`src/rtl/eBike_pkg.sv`:
```
// rtl/eBike_pkg.sv - shared A2D scheduler types, channel map and command helpers
package eBike_pkg;

  typedef enum logic [2:0] {
    IDLE  = 3'd0,
    CMD   = 3'd1,
    WAIT1 = 3'd2,
    GAP   = 3'd3,
    RD    = 3'd4,
    WAIT2 = 3'd5
  } a2d_state_t;

  localparam logic [2:0] CH_BATT   = 3'd0;
  localparam logic [2:0] CH_CURR   = 3'd1;
  localparam logic [2:0] CH_BRAKE  = 3'd3;
  localparam logic [2:0] CH_TORQUE = 3'd4;

  // Round-robin slot to physical A2D channel number.
  function automatic logic [2:0] chnl_of(input logic [1:0] idx);
    case (idx)
      2'd0:    return CH_BATT;
      2'd1:    return CH_CURR;
      2'd2:    return CH_BRAKE;
      default: return CH_TORQUE;
    endcase
  endfunction

  // Both the command and the readback transaction carry the same word.
  function automatic logic [15:0] a2d_cmd(input logic [2:0] chnl);
    return {2'b00, chnl, 11'h000};
  endfunction

endpackage

```
`src/rtl/a2d_watchdog.sv`:
```
// rtl/a2d_watchdog.sv - loadable transaction watchdog with timeout pulse
module a2d_watchdog #(
  parameter int TIMEOUT = 1024
) (
  input  logic clk,
  input  logic rst,
  input  logic load,
  input  logic run,
  output logic tmo
);

  localparam int W = $clog2(TIMEOUT + 1);
  localparam logic [W-1:0] LAST = W'(TIMEOUT - 1);

  logic [W-1:0] cnt;

  // Count waiting cycles since the last transaction start; reload on each start.
  always_ff @(posedge clk) begin
    if (rst || load) cnt <= '0;
    else if (run && !tmo) cnt <= cnt + 1'b1;
  end

  // Fires on the TIMEOUT-th waiting cycle.
  assign tmo = run && (cnt == LAST);

endmodule

```
`src/rtl/a2d_scheduler.sv`:
```
// rtl/a2d_scheduler.sv - round-robin A2D channel sequencer for the shared SPI master
module a2d_scheduler
  import eBike_pkg::*;
#(
  parameter int FAST_SIM = 1,
  parameter int TIMEOUT  = 1024
) (
  input  logic        clk,
  input  logic        rst,
  input  logic        en,
  output logic        wrt,
  output logic [15:0] cmd,
  input  logic        done,
  input  logic [15:0] resp,
  output logic [11:0] batt,
  output logic [11:0] curr,
  output logic [11:0] brake,
  output logic [11:0] torque,
  output logic        rnd_cmplt,
  output logic        err
);

  localparam logic [13:0] TERM = (FAST_SIM != 0) ? 14'd255 : 14'h3FFF;

  a2d_state_t  state, nxt;
  logic [1:0]  idx;
  logic [13:0] tmr;
  logic        tmo;
  logic        round_bad;
  logic        in_wait;
  logic        rd_ok;
  logic        abandon;
  logic        advance;
  logic        unused_resp_hi;

  assign in_wait        = (state == WAIT1) || (state == WAIT2);
  assign rd_ok          = (state == WAIT2) && done;
  assign abandon        = tmo && !done;
  assign advance        = rd_ok || abandon;
  assign unused_resp_hi = ^resp[15:12];

  a2d_watchdog #(.TIMEOUT(TIMEOUT)) u_wdog (
    .clk  (clk),
    .rst  (rst),
    .load (wrt),
    .run  (in_wait),
    .tmo  (tmo)
  );

  // State register.
  always_ff @(posedge clk) begin
    if (rst) state <= IDLE;
    else state <= nxt;
  end

  // Next-state and transaction-start decode.
  always_comb begin
    nxt = state;
    wrt = 1'b0;
    case (state)
      IDLE:  if (en && tmr == TERM) nxt = CMD;
      CMD:   begin wrt = 1'b1; nxt = WAIT1; end
      WAIT1: if (done) nxt = GAP; else if (tmo) nxt = IDLE;
      GAP:   nxt = RD;
      RD:    begin wrt = 1'b1; nxt = WAIT2; end
      WAIT2: if (done || tmo) nxt = IDLE;
      default: nxt = IDLE;
    endcase
  end

  assign cmd = wrt ? a2d_cmd(chnl_of(idx)) : 16'h0000;

  // Interval timer: counts enabled IDLE cycles, cleared everywhere else.
  always_ff @(posedge clk) begin
    if (rst || state != IDLE || !en || tmr == TERM) tmr <= '0;
    else tmr <= tmr + 14'd1;
  end

  // Result registers: readback latched on the done of the second transaction.
  always_ff @(posedge clk) begin
    if (rst) begin
      batt   <= '0;
      curr   <= '0;
      brake  <= '0;
      torque <= '0;
    end else if (rd_ok) begin
      case (idx)
        2'd0:    batt   <= resp[11:0];
        2'd1:    curr   <= resp[11:0];
        2'd2:    brake  <= resp[11:0];
        default: torque <= resp[11:0];
      endcase
    end
  end

  // Channel index, sticky error and round-complete tracking.
  always_ff @(posedge clk) begin
    if (rst) begin
      idx       <= 2'd0;
      err       <= 1'b0;
      rnd_cmplt <= 1'b0;
      round_bad <= 1'b0;
    end else begin
      rnd_cmplt <= rd_ok && (idx == 2'd3) && !round_bad;
      if (abandon) err <= 1'b1;
      if (advance) idx <= idx + 2'd1;
      if (advance && idx == 2'd3) round_bad <= 1'b0;
      else if (abandon) round_bad <= 1'b1;
    end
  end

endmodule
```
`config.mk`:
```
export PLATFORM = sky130hd
export DESIGN_NAME = a2d_scheduler
export DESIGN_NICKNAME = d
export VERILOG_FILES = /design/src/rtl/eBike_pkg.sv /design/src/rtl/a2d_watchdog.sv /design/src/rtl/a2d_scheduler.sv
export SDC_FILE = /design/constraint.sdc
export NUM_CORES = 1
export LEC_CHECK = 0
export ABC_AREA = 1
export CAP_MARGIN = 20
export CORE_UTILIZATION = 45
export CTS_CLUSTER_DIAMETER = 60
export DETAILED_ROUTE_END_ITERATION = 7
export GPL_TIMING_DRIVEN = 0
export PLACE_DENSITY_LB_ADDON = 0.05
export RECOVER_POWER = 25
export SYNTH_ARGS = -nofsm -noshare
export SYNTH_HDL_FRONTEND = slang
export SYNTH_SLANG_ARGS = --single-unit
```
`constraint.sdc`:
```
create_clock -name clk -period 1.7 [get_ports clk]
set_input_delay 0.255 -clock clk [delete_from_list [all_inputs] [get_ports clk]]
set_output_delay 0.255 -clock clk [all_outputs]
set_load 0.01 [all_outputs]
```
==> results.md <==
* Crit path time final at 1610 ps
* Worst VDD drop at ~0.00041 V
* Critical Path AT at 1360 ps
* Top delay family on crit path: buffers and inverters
* Setup tns final at 0 ps
* Main combinational cell family by area after synthesis: simple AND/OR/NAND/NOR gates
* Post-DP HPWL at 5.74 mm
* Max incr delay on CP at between 300 and 400 ps
* Top cells by count, synth: 133 x nor2_1, 81 x dfxtp_1, 56 x nand2_1
* Initial antenna violation count at 0
* CTS tree: built
* Crit-path cells: inv_2 > nand2_1 > o21ai_2 > buf_4 > clkdlybuf4s15_1
* Post-synth ARST share at 0
* Main synth FF type: dfxtp_1
* Area leader, netlist: dfxtp_1
* CTS buffer count at 9
* Status: complete, no violations
* Via count at about 3,100
* Mux share of post-synthesis cell area at 0
* Die X at a little under 90 µm
* Top-count cell post-synth: nor2_1
* Number of remaining DRC errors at 0
* DIE AREA at approximately 0.0080 mm²
* Count of different cell masters after synthesis at 29
* Reg2reg path depth at 8
* Simple-gate share of the synthesized area at 0.285
* Final instance area at 0.00452 mm²
* Synth Instances at between 400 and 500
* Final ANT Viol Nets at 0
* Gpl congestion at ~0.87
* Largest net degree at the start of global routing at 16
* Yosys Warn Count at 0
* Die Ht at 89.4 µm
* First-pass GRT wire length at about 12 mm
* I/O pins at 87
* DR iter-0 viols at 110
* Clock network fraction of design power at 0.363
* Logic pwr share at 0.082
* HP Class: flop to flop
* Pre-CTS setup slack at -314 ps
* Via density at between 4 and 5
* Final WS setup at around 89 ps
* CP Capture Type: output port
* Overall power at approximately 3.5 mW
* Layout Skew at about 13 ps
* NetSw at 0.911 mW
* Synth Area in Compound Gates at 0.118
* Number of cell rows at 31
* Wire per inst at 11.3 µm
* Clk Latency, worst-skew pair at between 300 and 400 ps
* Worst R2R Start: tmr[0]
* Type of origin of the critical path: flop
* Final #Nets at slightly below 600
* Core ar. at 0.00733 mm²
* Leak Pwr at ~1.8 nW
* Seq/Total Area, Yosys at 0.472
* Worst-path maximum fanout at 4
* Hold Path Sink: rnd_cmplt
* Longest Clk Path Bufs at 2
* Clock transition at path regs at about 80 ps
* Slowest-stage cell, CP: dfxtp_1
* Min Hold Slack at ~430 ps
* Post-Route WL at approximately 7.6 mm
* Final Hold Vio Count at 0
* EDFF count, synth at 0
* Yosys top cell area share at 0.472
* RSZ-0062 raised after global routing: no
* Area post-placement at ~0.0043 mm²
* Max Freq at just over 0.6 GHz
* XOR/XNOR share of the synthesized area at 0.0102
* Maxcap violations at 0
* Filler cell count at roughly 690
* Worst r2r dst: tmr[9]
* CP required at approximately 1400 ps
* Top cells by area, synth: dfxtp_1 47%, nor2_1 15%, o21ai_0 7.9%
* Initial core utilization at 0.469
* Final setup vio count at 0
* Drt pass-1 iters at 5
* Final period utilization at 0.947
* Global route overflow at 0
* Switching share of power at 0.262
* Internal power at about 2.6 mW
* CP Class: flop to output port
* Mapped cell area at 0.00344 mm²
* Sequential share of power at 0.556
* Hold Startpoint: round_bad
* H-tree depth at 3
* Synth Area per Inst at 7.24 µm²
* Gr usage total at 0.199
* Worst R2R Setup Slack at between 150 and 200 ps
* Port buffer count at slightly below 70
* Max-slew violations at 0
* Vias in the first global route at between 2,000 and 3,000
* PwrDens at just under 800 mW/mm²
* Crit path buf inv count at 3
* ANT cells at 0
* Layout cells sized above 1 at 0.117
* Post-Synth Adder-Cell Area at 0.0218
* CTS Root Buffer Type: clkbuf_8
* Synthesis-to-layout area growth at 31.4%
* Hold path depth at 1
* TritonCTS Sinks at 81
* #FFs+latches synth at 81
* Hold_buf cts at 0
[state kept, by name, summed over array words and instances (netlist names)]
register,count
round_bad,1
curr,12
state,3
idx,2
torque,12
brake,12
tmr,14
rnd_cmplt,1
err,1
u_wdog.cnt,11
batt,12
[power by group through the flow]
stage	clock network [mW]	logic (mW)	registers [mW]
2_1_floorplan	0	0.178	1.97
3_3_place_gp	0	0.271	1.97
3_5_place_dp	0	0.275	1.98
4_1_cts	1.31	0.282	1.93
5_1_grt	1.40	0.325	1.94
6_report	1.26	0.285	1.93
[cells by family after synthesis]
kind of cell    Yosys count
buf+inv                  69
compound gates           79
fa+ha+maj                 6
simple gates            235
xor+xnor                  4
other cells               1
flops                    81
[cells in the final DEF (no fill, tap or decap), drive strengths merged]
| cell | netlist | final |
|---|---|---|
| and3 | 1 | 1 |
| o21ai | 54 | 54 |
| xor2 | 2 | 2 |
| ha | 6 | 6 |
| dfxtp | 81 | 81 |
| or2 | 4 | 4 |
| inv | 42 | 44 |
| dlygate4sd3 | 0 | 11 |
| nand3b | 2 | 2 |
| a21oi | 21 | 21 |
| o21bai | 1 | 1 |
| conb | 1 | 13 |
| clkinv | 0 | 2 |
| o21a | 1 | 1 |
| clkdlybuf4s15 | 0 | 1 |
| o211ai | 1 | 1 |
| nand2 | 58 | 58 |
| buf | 18 | 21 |
| nand3 | 24 | 24 |
| nor2 | 135 | 135 |
| a31oi | 1 | 1 |
| nand4 | 2 | 2 |
| clkinvlp | 0 | 3 |
| clkdlybuf4s50 | 0 | 54 |
| xnor2 | 2 | 2 |
| nor3 | 9 | 9 |
| clkbuf | 9 | 21 |
[per-layer routing]
metal | vias to the layer above | wire length [µm] | GRT usage
li1 | 1676 | - | -
met2 | 69 | 3360 | 0.301
met4 | 0 | 125 | 0.0808
met1 | 1346 | 3770 | 0.269
met3 | 11 | 339 | 0.0526
met5 | - | 0 | 0
[how the worst max path moves through the flow]
stage	slack [ps]	endpoint	cells past startpoint	startpoint
after CTS	2	idx[0]	8	u_wdog.cnt[0]
after detailed placement	-310	tmr[2]	6	rst
final	90	wrt	5	state[1]
after global placement	-290	tmr[2]	6	rst
after global routing	1	tmr[9]	8	tmr[0]
after floorplan	260	idx[0]	8	u_wdog.cnt[0]
[repair_timing]
action                                  4_1_cts  5_1_grt
resized for setup                            17       10
setup buffers                                 3        0
pin swaps                                     1        1
endpoints found under the setup margin        5       16
[cell type report]
type	count	area, µm²	share of cell area
sequential	81	1630	0.361
multi-input combinational	337	1570	0.347
timing repair buffer	72	698	0.155
buffer	27	163	0.0360
inverter	42	158	0.0349
clock buffer	9	124	0.0274
tap	99	124	0.0274
clock inverter	7	53.8	0.0119
[metrics by stage]
stage / cells / utilization
after CTS: 674 / 0.614
after global placement: 655 / 0.586
after detailed placement: 655 / 0.586
after global routing: 674 / 0.616
after floorplan: 487 / -
final: 674 / 0.616
No activity file was read; power rests on OpenSTA's default activity.
